===== src/rtl/ucode_loader.sv =====
// rtl/ucode_loader.sv - framed byte-stream loader writing 13-bit microinstructions into program RAM
// Optional inter-byte timeout enabled by defining UCODE_LOADER_TIMEOUT_EN.
module ucode_loader #(
  parameter int AW      = 8,
  parameter int DW      = 13,
  parameter int TIMEOUT = 50000000
) (
  input  logic          ck,
  input  logic          rst,
  input  logic [7:0]    in_data,
  input  logic          in_valid,
  output logic          in_ready,
  output logic          wr_en,
  output logic [AW-1:0] wr_addr,
  output logic [DW-1:0] wr_data,
  output logic          seq_hold,
  output logic          done,
  output logic          err
);

  typedef enum logic [2:0] {
    S_IDLE, S_COUNT, S_LO, S_HI, S_WRITE, S_CSUM, S_DONE, S_ERR
  } state_t;

  state_t      state, state_nx;
  logic [AW:0] cnt;
  logic [7:0]  lo;
  logic [7:0]  sum;
  logic [7:0]  sum_nx;
  logic        take;
  logic        is_sync;
  logic        timeout_hit;

  assign take    = in_valid & in_ready;
  assign sum_nx  = sum + in_data;
  assign is_sync = (in_data == 8'hA5);

`ifdef UCODE_LOADER_TIMEOUT_EN
  localparam int TW = $clog2(TIMEOUT + 1);
  logic [TW-1:0] idle_cnt;
  logic          waiting;

  assign waiting = (state == S_COUNT) || (state == S_LO) ||
                   (state == S_HI) || (state == S_CSUM);

  // Held at zero outside the byte-waiting states, so entering COUNT starts from zero.
  always_ff @(posedge ck) begin
    if (rst || take || !waiting) idle_cnt <= '0;
    else                         idle_cnt <= idle_cnt + 1'b1;
  end

  assign timeout_hit = waiting && !take && (idle_cnt == TW'(TIMEOUT - 1));
`else
  assign timeout_hit = 1'b0 & (TIMEOUT != 0);
`endif

  always_ff @(posedge ck) begin
    if (rst) state <= S_IDLE;
    else     state <= state_nx;
  end

  always_comb begin
    state_nx = state;
    in_ready = 1'b1;
    wr_en    = 1'b0;
    seq_hold = 1'b1;
    done     = 1'b0;
    err      = 1'b0;
    case (state)
      S_IDLE: begin
        if (take && is_sync) state_nx = S_COUNT;
      end
      S_COUNT: begin
        if (take)             state_nx = S_LO;
        else if (timeout_hit) state_nx = S_ERR;
      end
      S_LO: begin
        if (take)             state_nx = S_HI;
        else if (timeout_hit) state_nx = S_ERR;
      end
      S_HI: begin
        if (take)             state_nx = (in_data[7:5] != 3'b000) ? S_ERR : S_WRITE;
        else if (timeout_hit) state_nx = S_ERR;
      end
      S_WRITE: begin
        in_ready = 1'b0;
        wr_en    = 1'b1;
        state_nx = (cnt == (AW+1)'(1)) ? S_CSUM : S_LO;
      end
      S_CSUM: begin
        if (take)             state_nx = (sum_nx == 8'h00) ? S_DONE : S_ERR;
        else if (timeout_hit) state_nx = S_ERR;
      end
      S_DONE: begin
        done     = 1'b1;
        seq_hold = 1'b0;
        if (take && is_sync) state_nx = S_COUNT;
      end
      S_ERR: begin
        err = 1'b1;
        if (take && is_sync) state_nx = S_COUNT;
      end
      default: state_nx = S_IDLE;
    endcase
  end

  always_ff @(posedge ck) begin
    if (rst) begin
      wr_addr <= '0;
      wr_data <= '0;
      cnt     <= '0;
      lo      <= '0;
      sum     <= '0;
    end else begin
      case (state)
        S_IDLE, S_DONE, S_ERR: begin
          if (take && is_sync) begin
            sum     <= '0;
            wr_addr <= '0;
          end
        end
        S_COUNT: begin
          if (take) begin
            // N=0 encodes a full 2**AW-word image.
            cnt <= (in_data == 8'h00) ? {1'b1, {AW{1'b0}}} : (AW+1)'(in_data);
            sum <= sum_nx;
          end
        end
        S_LO: begin
          if (take) begin
            lo  <= in_data;
            sum <= sum_nx;
          end
        end
        S_HI: begin
          if (take && in_data[7:5] == 3'b000) begin
            wr_data <= {in_data[4:0], lo};
            sum     <= sum_nx;
          end
        end
        S_WRITE: begin
          wr_addr <= wr_addr + 1'b1;
          cnt     <= cnt - 1'b1;
        end
        default: ;
      endcase
    end
  end

endmodule


===== config.mk =====
export PLATFORM = sky130hd
export DESIGN_NAME = ucode_loader
export DESIGN_NICKNAME = d
export VERILOG_FILES = /design/src/rtl/ucode_loader.sv
export SDC_FILE = /design/constraint.sdc
export NUM_CORES = 1
export LEC_CHECK = 0
export ABC_AREA = 1
export CAP_MARGIN = 20
export CORE_ASPECT_RATIO = 1.5
export CORE_UTILIZATION = 49
export DETAILED_ROUTE_END_ITERATION = 8
export PLACE_DENSITY_LB_ADDON = 0.3
export SLEW_MARGIN = 20
export SYNTH_ARGS = -nofsm -noshare
export SYNTH_HDL_FRONTEND = slang
export SYNTH_SLANG_ARGS = --single-unit

===== constraint.sdc =====
create_clock -name ck -period 1.8 [get_ports ck]
set_clock_uncertainty 0.15 [all_clocks]
set_input_delay 0.27 -clock ck [delete_from_list [all_inputs] [get_ports ck]]
set_output_delay 0.27 -clock ck [all_outputs]
set_load 0.02 [all_outputs]

# Word level (Yosys, flattened, before mapping)
# Cells that the tools add are included.
[op_classes]
mux = 22
magnitude_cmp = 0
shifts = 0
bitwise = 1
n_div = 0
n_addsub = 3
multipliers = 0
n_eq_ne = 16
n_reduce_logical = 18
[ops]
columns = ["op", "n"]
rows = [
  ["8-bit 2-to-1 mux", 3],
  ["8-bit one-hot mux with 3 select lines", 1],
  ["3-bit 2-to-1 mux", 6],
  ["9-bit 2-to-1 mux", 2],
  ["3-bit one-hot mux with 6 select lines", 1],
  ["9-bit one-hot mux with 2 select lines", 1],
  ["8-bit zero test", 2],
  ["8-bit one-hot mux with 2 select lines", 1],
  ["3-bit == test, second input constant", 4],
  ["2-bit inequality test, second input constant", 5],
  ["9-bit by 1-bit == test with 1-bit output, second input constant", 1],
  ["9-bit by 1-bit subtractor with 9-bit output, second input constant", 1],
  ["8-bit by 1-bit adder with 8-bit output, second input constant", 1],
  ["8-bit adder", 1],
  ["8-bit == test, second input constant", 1],
  ["2-bit AND reduction", 4],
  ["3-bit by 2-bit == test with 1-bit output, second input constant", 2],
  ["3-bit zero test", 2],
  ["1-bit 2-to-1 mux", 6],
  ["3-bit nonzero test", 2],
  ["5-bit AND reduction", 1],
  ["2-bit by 1-bit inequality test with 1-bit output, second input constant", 2],
  ["4-bit AND reduction", 1],
  ["2-bit nonzero test", 2],
  ["6 further kinds", 7],
]
[totals]
ff_bits = 49
latch_bits = 0
word_cells = 66
romBits = 0
mem_count = 0
ramBits = 0

# Longest topological paths before layout
# Gate-level depths: netlist (run 1).
[depth]
depth_word = 6
depth_mapped = 14
depth_no_buf = 14

# Worst setup path after synthesis (run 1)
# OpenSTA, ideal clock, no wires.
[synth_timing]
kind = "reg-to-reg"
from = "register sum[0]"
to = "register state[0]"
setup_time_ns = 0.132
arrival_time_ns = 1.713
path_stages_with_launch = 12
synth_period_minus_slack_ns = 1.995
setup_slack_ns = -0.195
t_required_ns = 1.518
path_cell_list = "dfxtp_1 -> ha_1 -> fa_1 -> or2_2 -> nor2_1 -> nand3_1 -> nor2_1 -> nand2_1 -> nand2_1 -> nand2_1 -> nand2_1 -> a21oi_1"
[synth_via]
elab_chain_cells = 5
[synth_lines]
columns = ["item", "line_no", "rtl"]
rows = [
  ["start, declared", "28", "logic [7:0] sum;"],
  ["start signal, assigned", "126", "sum <= sum_nx;"],
  ["start signal, assigned", "132", "sum <= sum_nx;"],
  ["start signal, assigned", "138", "sum <= sum_nx;"],
  ["8-bit adder", "35", "assign sum_nx = sum + in_data;"],
  ["8-bit zero test", "91", "if (take) state_nx = (sum_nx == 8'h00) ? S_DONE : S_ERR;"],
  ["1-bit 2-to-1 mux", "91", ""],
  ["3-bit 2-to-1 mux", "91", ""],
  ["3-bit one-hot mux with 6 select lines", "69", "case (state)"],
  ["end signal, assigned", "59", "else state <= state_nx;"],
  ["end, declared", "25", "state_t state, state_nx;"],
]
# Every way passes these cells. The select of a mux whose other input is x is not followed.
# A chain may end at the register's enable or synchronous reset.

# Final worst setup path (run 1)
# Same ends and word-level chain as after synthesis.

==> flow_summary.json, run 1 <==
{
  "place_hpwl_um": 4770,
  "grt_pass1_vias": 2626,
  "holdCritPathClass": "in -> reg",
  "cts_max_level": 2,
  "tns_ns": -0.207,
  "syn-cell-area_um2": 2640,
  "root_buffer": "clkbuf_8",
  "outcome": "complete, but fails checks",
  "crit_required_ns": 1.85,
  "cts_buffer_depth": 2,
  "numCtsBuffers": 5,
  "buffer_ports.inserted": 36,
  "ys_top_cells_by_count": "nand2_1 (84), inv_1 (53), dfxtp_1 (49)",
  "wl_met2_um": 3500,
  "cp_top_family": "simple AND/OR/NAND/NOR gates",
  "async_flop_share_pct": 0,
  "fin_ws_ns": -0.207,
  "ios": 37,
  "finalSetupViolCount": 1,
  "slew-limit-headroom_pct": 82.2,
  "max_freq_ghz": 0.498,
  "reg2reg_slack_ns": -0.21,
  "worstSetupEndpointType": "flop",
  "synth.top_cell.area_share_pct": 37.2,
  "rows": 32,
  "wl_per_cell_um": 12.4,
  "violations": "setup timing",
  "num-fill-cells": 430,
  "synth_edf_count": 0,
  "fin_util_pct": 69.1,
  "slowest_stage": "fa_2",
  "num_antenna_cells": 0,
  "routed.top_layer": "met4",
  "overflow": 0,
  "synth_top_area_cell": "dfxtp_1",
  "drtIter0Drc": 104,
  "coreArea_um2": 5160,
  "worst_pin_slew_ns": 0.267,
  "track_usage_pct": 24.9,
  "drtAntennaViolNets": 0,
  "avgSynthCellArea_um2": 6.83,
  "hold_viol_final": 0,
  "die_y_um": 91.9,
  "drive_above_1_share_pct": 19.3,
  "crit_top_cell": "nand2_1",
  "holdWs_ns": 0.231,
  "synth.most_common_cell": "nand2_1",
  "vias": 2791,
  "worst_ir_drop_vdd_mv": 0.466,
  "grt_pass1_wl_um": 10800,
  "critical_path_class": "reg -> reg",
  "ys_types": 31,
  "seq_area_um2": 987,
  "p_leak_nw": 1.58,
  "slew_violations": 0,
  "routabilityCongestion": 0.881,
  "critPathLaunchType": "flop",
  "cp.arrival_ns": 2.06,
  "synth_cells": 386,
  "crit_fanout": 2,
  "stdcell_area_um2": 3570,
  "clk_pin_slew_ns": 0.10,
  "first_pass_iters": 4,
  "routed_wl_um": 6650,
  "wl_met1_um": 2720,
  "drc": 0,
  "final_nets": 487,
  "synth.ff_latch_count": 49,
  "wl_met3_um": 224,
  "yosysSeqAreaShare_pct": 37.2,
  "ys.flop_type": "dfxtp_1",
  "synth.area.top_cells": "dfxtp_1 (37%), nand2_1 (12%), a21oi_1 (8.2%), inv_1 (7.5%), o21ai_0 (6.6%)",
  "crit_chain": "ha_4 > fa_2 > or2_4 > nor2_1 > nand3_1 > nor2_1 > nand2_1 > nand2_1 > nand2_1 > nand2_1 > a21oi_1",
  "grt_max_degree": 29,
  "power.total_w": 0.00292,
  "clock_sinks": 49,
  "cts_tree": "done",
  "antenna_found_initial": 0,
  "powerDensity_nw_per_um2": 818,
  "die_x_um": 61.9,
  "multi_input_area_um2": 1470,
  "synth_warnings": 0,
  "syn_nets": 408,
  "crit_buf_inv": 0,
  "area_growth_pct": 35.4,
  "period_minus_slack_ns": 2.01,
  "start_util_pct": 51.1,
  "placed_area_um2": 3360,
  "fin_crit_sh_pct": 111,
  "critPathMaxStageDelay_ns": 0.44,
  "routed_via_density": 5.23,
  "maxCapViolCount": 0,
  "dieArea_um2": 5690,
  "clock_latency_ns": 0.31,
  "rsz0062_at_grt": "yes"
}
[metal layers]
metal | up-vias | GRT usage, %
li1 | 1420 | -
met1 | 1278 | 27.9
met2 | 75 | 44.1
met3 | 18 | 2.82
met4 | 0 | 12.0
met5 | - | 0
[power by group]
group	switching, W	total (W)	internal, W
Combinational	0.000544	0.000945	0.000402
Sequential	0.0000712	0.00126	0.00118
Clock	0.000427	0.000718	0.000292
[worst register-to-register path, delay by kind of cell (launching register included)]
family | cells | cell delay [ns]
compound gates | 1 | 0.05
simple gates | 8 | 0.75
flops | 1 | 0.37
fa+ha+maj | 2 | 0.58
[layout make-up]
cell class / count / share of cell area, %
multi-input combinational: 269 / 41.1
clock inverter: 3 / 0.806
timing repair buffer: 81 / 19.9
tap: 68 / 2.38
inverter: 59 / 6.20
sequential: 49 / 27.6
clock buffer: 5 / 1.93
[final timing paths]
path | startpoint | to | cells after the start
worst max-delay path | sum[0] | state[0] | 11
worst min-delay path | in_data[5] | lo[5] | 4
worst max register to register | sum[0] | state[0] | 11
worst min register to register | wr_data[10] | wr_data[10] | 2
[registers in the layout (all words and copies together) (netlist names)]
signal and cells:
cnt 9, wr_data 13, lo 8, state 3, sum 8, wr_addr 8
[placed cells by master, fill, tap and decap left out, types with 6 or more instances in the layout]
master | synthesis | layout
inv_1 | 53 | 53
ha_1 | 10 | 8
nor2_1 | 35 | 32
buf_4 | 0 | 42
a21oi_1 | 43 | 43
inv_2 | 6 | 6
dfxtp_1 | 49 | 46
o21ai_0 | 35 | 34
nand3_1 | 20 | 17
nand2_1 | 84 | 82
clkdlybuf4s50_1 | 0 | 21
dlymetal6s2s_1 | 0 | 7
nand4_1 | 8 | 8
[timing repair]
action                                 CTS  global route
setup buffers                            1             4
endpoints found under the hold margin    0             0
pin swaps                                1             5
gates resized for setup                 15            27
hold buffers                             0             0
setup endpoints to repair               16            25
[kinds of logic (layout without fill, tap and decap cells)]
group / count (synthesis) / count (layout) / synth area share, %
compound gates: 89 / 89 / 18.3
xor+xnor: 6 / 6 / 1.99
fa+ha+maj: 11 / 11 / 5.50
buf+inv: 68 / 148 / 9.87
flops: 49 / 49 / 37.2
simple gates: 163 / 163 / 27.1
[metrics by stage]
stage,setup WS (ns),std cells
2_1_floorplan,-0.101,386
3_5_place_dp,-0.693,521
6_report,-0.207,534
3_3_place_gp,-0.641,521
4_1_cts,-0.217,530
5_1_grt,-0.332,534
Note: power is estimated with default switching activity, not from simulation.
==> run 2, diff against run 1 <==
- CORE_UTILIZATION: 49 -> 54
- PLACE_DENSITY: unset -> 0.79
- PLACE_DENSITY_LB_ADDON: 0.3 -> unset
- clock period: 1.8 -> 2 ns (I/O delays scaled with it)
==> run 2 against run 1 <==
Utilization is 5.9 points higher. First-iteration DRC count is 5.8% lower. Clock-buffer cell count stayed put. The flow now finishes without violations. Global-route usage is 2.8 points higher. Wire length is 0.32% lower. Worst hold slack better by 0.065 ns. Cell count is 2.6% lower. Sequential power is 10% lower.
==> flow_summary.json, run 2 (synthesis gave the netlist of run 1 again) <==
{
  "crit_top_cell": "nand2_1",
  "buffer_ports.inserted": 36,
  "max_freq_ghz": 0.505,
  "rows": 30,
  "ios": 37,
  "cts_max_level": 2,
  "critical_path_class": "reg -> reg",
  "slew_violations": 0,
  "cts_hold_buf": 0,
  "fin_util_pct": 75.0,
  "rr_worst_depth": 11,
  "drtAntennaViolNets": 0,
  "slew-limit-headroom_pct": 79.6,
  "crit_fanout": 2,
  "holdCritPathClass": "reg -> reg",
  "critPathMaxStageDelay_ns": 0.45,
  "cp.arrival_ns": 2.03,
  "final_nets": 477,
  "first_pass_iters": 4,
  "crit_required_ns": 2.04,
  "place_hpwl_um": 4870,
  "antenna_found_initial": 0,
  "top_regs": "wr_data (13), cnt (9)",
  "rsz0062_at_grt": "yes",
  "grt_use_met3_pct": 5.61,
  "maxCapViolCount": 0,
  "worst_pin_slew_ns": 0.305,
  "critPathCapture": "state[0]",
  "drc": 0,
  "holdWs_ns": 0.296,
  "grt_max_degree": 29,
  "crit_cells": 11,
  "die_y_um": 87.6,
  "start_util_pct": 57.1,
  "seq_area_um2": 983,
  "drive_above_1_share_pct": 15.8,
  "crit_chain": "ha_4 > fa_2 > or2_4 > nor2_4 > nand3_2 > nor2_1 > nand2_1 > nand2_1 > nand2_1 > nand2_1 > a21oi_1",
  "wl_per_cell_um": 12.7,
  "grt_pass1_vias": 2549,
  "drtIter0Drc": 98,
  "area_growth_pct": 31.4,
  "vias": 2729,
  "grt_pass1_wl_um": 11000,
  "p_leak_nw": 1.44,
  "numCtsBuffers": 5,
  "period_minus_slack_ns": 1.98,
  "powerDensity_nw_per_um2": 744,
  "top_register": "wr_data",
  "pre_cts_ws_ns": -0.602,
  "reg2reg_slack_ns": 0.02,
  "num-fill-cells": 391,
  "crit_buf_inv": 0,
  "reg2reg_from": "sum[0]",
  "fin_crit_sh_pct": 99.1,
  "clk_pin_slew_ns": 0.10,
  "hold_viol_final": 0,
  "cp_top_family": "simple AND/OR/NAND/NOR gates",
  "startpoint": "sum[0]",
  "outcome": "finished, final reports clean",
  "fin_ws_ns": 0.0185,
  "largest_reg_flops": 13,
  "multi_input_area_um2": 1450,
  "critPathLaunchType": "flop",
  "grt_use_met1_pct": 29.7,
  "slowest_stage": "fa_2",
  "finalSetupViolCount": 0,
  "worstSetupEndpointType": "flop",
  "num_antenna_cells": 0,
  "routabilityCongestion": 0.876,
  "grtUsageMet2_pct": 51.9,
  "dieArea_um2": 5170,
  "die_x_um": 59.1,
  "cts_tree": "done",
  "grt_most_used_layer": "met2",
  "worst_ir_drop_vdd_mv": 0.631,
  "routed_wl_um": 6620,
  "overflow": 0,
  "final_cell_mix": "nand2_1 (83), inv_1 (53), dfxtp_1 (47)",
  "track_usage_pct": 27.7,
  "r2r-end": "state[0]",
  "routed_via_density": 5.25,
  "clock_sinks": 49,
  "final_common_cell": "nand2_1",
  "clock_latency_ns": 0.31,
  "root_buffer": "clkbuf_8",
  "cts_buffer_depth": 2,
  "coreArea_um2": 4620
}
## run 2: changes by cell type in the layout (fill, tap and decap cells not counted), moves of 2 or more
cell / previous run / this run
buf_4: 42 / 34
clkdlybuf4s50_1: 21 / 29
dlymetal6s2s_1: 7 / 1
buf_6: 3 / 0
nor2_2: 4 / 1
clkinvlp_4: 0 / 2
nor2_1: 32 / 34
## run 2: metal layers
metal / wire length, um / up-vias / share of wire, %
met1: 2630 / 1253 / 40
met4: 153 / 0 / 2.3
li1: - / 1393 / -
met5: 0 / - / 0
met2: 3630 / 67 / 55
met3: 209 / 16 / 3.2
## run 2: worst register-to-register path, delay by kind of cell (launching register included)
| family | cells | cell delay [ns] |
|---|---|---|
| and+or+nand+nor | 8 | 0.71 |
| DFF | 1 | 0.35 |
| AOI/OAI and AO/OA | 1 | 0.05 |
| adders and majority gates | 2 | 0.61 |
## run 2: report_power, final
group | internal, W | total [W] | leakage (nW) | switching [W]
clock | 0.000255 | 0.000621 | 0.0423 | 0.000366
combinational | 0.000350 | 0.000831 | 1.00 | 0.000481
sequential | 0.00106 | 0.00113 | 0.397 | 0.0000629
## run 2: worst min-delay path by stage
stage / cells after the start / from / endpoint
floorplan: 1 / rst / wr_addr[3]
global placement: 2 / wr_data[8] / wr_data[8]
detailed placement: 2 / wr_data[7] / wr_data[7]
CTS: 2 / wr_data[0] / wr_data[0]
global route: 2 / wr_data[0] / wr_data[0]
finish: 2 / wr_data[12] / wr_data[12]
## run 2: layout make-up
| type | count | share of cell area [%] |
|---|---|---|
| Clock buffer | 5 | 1.99 |
| Clock inverter | 3 | 0.758 |
| Multi-Input combinational cell | 269 | 42.0 |
| Inverter | 59 | 6.39 |
| Timing Repair Buffer | 71 | 18.2 |
| Sequential cell | 49 | 28.4 |
| Tap cell | 64 | 2.31 |
## run 2: timing repair
item	CTS	global route
pin swaps	5	2
gates resized for setup	11	9
buffers inserted	1	0
setup endpoints to repair	7	10
## run 2: metrics by stage
stage	instances	power [W]	TNS (ns)	instance area (um2)
finish	520	0.00258	0	3460
global route	520	0.00275	-0.536	3460
CTS	520	0.00256	-0.0269	3420
detailed placement	511	0.00192	-5.78	3310
global placement	511	0.00190	-4.65	3310
floorplan	386	0.00166	0	2640
==> run 3, diff against run 2 <==
- TNS_END_PERCENT: unset -> 30
==> run 3 against run 2 <==
Utilization rose by 0.65 points. Combinational power rose by 2%. Sequential power about the same. Power grew 0.76%. Register-to-register slack is essentially flat. Non-clock buffer count stayed put. Worst hold slack about the same. Setup slack improved by 0.0017 ns.
==> flow_summary.json, run 3 (synthesis gave the netlist of run 1 again) <==
{
  "period_minus_slack_ns": 1.98,
  "slowest_stage": "fa_2",
  "largest_reg_flops": 13,
  "final_nets": 477,
  "worstSetupEndpointType": "flop",
  "drive_above_1_share_pct": 16.7,
  "vias": 2732,
  "critPathMaxStageDelay_ns": 0.45,
  "tns_ns": 0,
  "antenna_found_initial": 0,
  "fin_crit_sh_pct": 99.0,
  "die_x_um": 59.1,
  "rsz0062_at_grt": "yes",
  "first_pass_iters": 4,
  "grt_pass1_wl_um": 11000,
  "slew-limit-headroom_pct": 78.5,
  "holdCritPathClass": "reg -> reg",
  "num-fill-cells": 387,
  "numCtsBuffers": 5,
  "cp.arrival_ns": 2.02,
  "crit_required_ns": 2.05,
  "num_antenna_cells": 0,
  "track_usage_pct": 27.7,
  "combinationalPowerShare_pct": 32.6,
  "grt_max_degree": 29,
  "place_hpwl_um": 4870,
  "crit_top_cell": "nand2_1",
  "clk_pin_slew_ns": 0.10,
  "max_freq_ghz": 0.505,
  "drtIter0Drc": 118,
  "p_leak_nw": 1.46,
  "cts_hold_buf": 0,
  "stdcell_area_um2": 3490,
  "p_switching_w": 0.000920,
  "clock_sinks": 49,
  "p_seq_share_pct": 43.4,
  "rows": 30,
  "pwr-share-clk_pct": 24.0,
  "area_growth_pct": 32.5,
  "routabilityCongestion": 0.876,
  "buffer_ports.inserted": 36,
  "outcome": "finished, final reports clean",
  "crit_buf_inv": 0,
  "ios": 37,
  "placed_area_um2": 3310,
  "drc": 0,
  "cts_max_level": 2,
  "top_regs": "wr_data (13), cnt (9)",
  "critPathLaunchType": "flop",
  "powerDensity_nw_per_um2": 743,
  "p_int_w": 0.00168,
  "maxCapViolCount": 0,
  "routed_wl_um": 6620,
  "grt_pass1_vias": 2549,
  "hold_viol_final": 0,
  "cts_tree": "done",
  "overflow": 0,
  "wl_per_cell_um": 12.7,
  "routed_via_density": 5.25,
  "finalSetupViolCount": 0,
  "root_buffer": "clkbuf_8",
  "switching_share_pct": 35.4,
  "worst_pin_slew_ns": 0.321,
  "critical_path_class": "reg -> reg",
  "final_cell_mix": "nand2_1 (82), inv_1 (53), dfxtp_1 (47)",
  "crit_fanout": 2,
  "top_register": "wr_data",
  "slew_violations": 0,
  "clock_latency_ns": 0.31,
  "start_util_pct": 57.1,
  "die_y_um": 87.6,
  "drtAntennaViolNets": 0,
  "coreArea_um2": 4620,
  "dieArea_um2": 5170,
  "worst_ir_drop_vdd_mv": 0.592,
  "final_common_cell": "nand2_1",
  "cp_top_family": "simple AND/OR/NAND/NOR gates",
  "crit_chain": "ha_4 > fa_2 > or2_4 > nor2_4 > nand3_2 > nor2_1 > nand2_1 > nand2_1 > nand2_1 > nand2_1 > a21oi_1",
  "cts_buffer_depth": 2
}
-- run 3: changes by cell type in the layout (fill, tap and decap cells not counted) --
cell,change
nand2_1,-1
nor3_1,-1
o21ai_2,+1
dlygate4sd2_1,-2
o21ai_1,-1
nor3_2,+1
nand2_2,+1
nand4_2,-1
nand4_4,+1
nor2_1,-1
nor2_2,+1
dlymetal6s2s_1,+2
-- run 3: timing repair --
| action | in CTS | in global routing |
|---|---|---|
| pin swaps | 5 | 2 |
| gates cloned | 0 | 0 |
| setup endpoints to repair | 7 | 13 |
| resized for setup | 8 | 17 |
| buffers inserted | 1 | 0 |
-- run 3: per-stage QoR --
stage          setup slack (ns)  total power (W)  hold WS [ns]  util [%]  instances
5_1_grt                  -0.107          0.00277         0.319      75.7        520
3_3_place_gp             -0.577          0.00190         0.283      71.7        511
4_1_cts                 -0.0827          0.00256         0.301      74.1        520
6_report                 0.0202          0.00260         0.296      75.7        520
2_1_floorplan            0.0247          0.00166         0.216         -        386
3_5_place_dp             -0.602          0.00192         0.286      71.7        511
-- run 3: power by group through the flow --
| stage | Sequential [W] | Combinational [W] | Clock [W] |
|---|---|---|---|
| global placement | 0.00114 | 0.000758 | 0 |
| detailed placement | 0.00114 | 0.000775 | 0 |
| global route | 0.00114 | 0.000948 | 0.000685 |
| CTS | 0.00112 | 0.000801 | 0.000634 |
| floorplan | 0.00113 | 0.000527 | 0 |
| finish | 0.00113 | 0.000848 | 0.000623 |
-- run 3: final cells by class --
class,instances,area [um2],share of cell area [%]
Clock inverter,3,26.3,0.752
Sequential cell,49,983,28.1
Inverter,59,221,6.34
Tap cell,64,80.1,2.29
Multi-Input combinational cell,269,1480,42.2
Timing Repair Buffer,71,638,18.3
Clock buffer,5,68.8,1.97
-- run 3: worst reg2reg max path, delay by kind of cell, from the launching register on --
| family | cells | cell delay, ns |
|---|---|---|
| AND/OR/NAND/NOR | 8 | 0.71 |
| adder cells (fa/ha/maj) | 2 | 0.61 |
| AO/OA/AOI/OAI | 1 | 0.05 |
| flip-flops | 1 | 0.35 |
-- run 3: path summary, 6_finish.rpt --
kind / from / to / slack (ns) / cells past startpoint
worst min-delay path: wr_data[12] / wr_data[12] / 0.30 / 2
worst max-delay path: sum[0] / state[0] / 0.02 / 11
worst max register to register: sum[0] / state[0] / 0.02 / 11
worst min register to register: wr_data[12] / wr_data[12] / 0.30 / 2
-- run 3: layer usage --
| metal | wire length [um] | track usage, % | vias to the layer above |
|---|---|---|---|
| li1 | - | - | 1394 |
| met1 | 2670 | 29.7 | 1261 |
| met2 | 3600 | 51.9 | 62 |
| met3 | 200 | 5.61 | 15 |
| met4 | 149 | 10.8 | 0 |
| met5 | 0 | 0 | - |
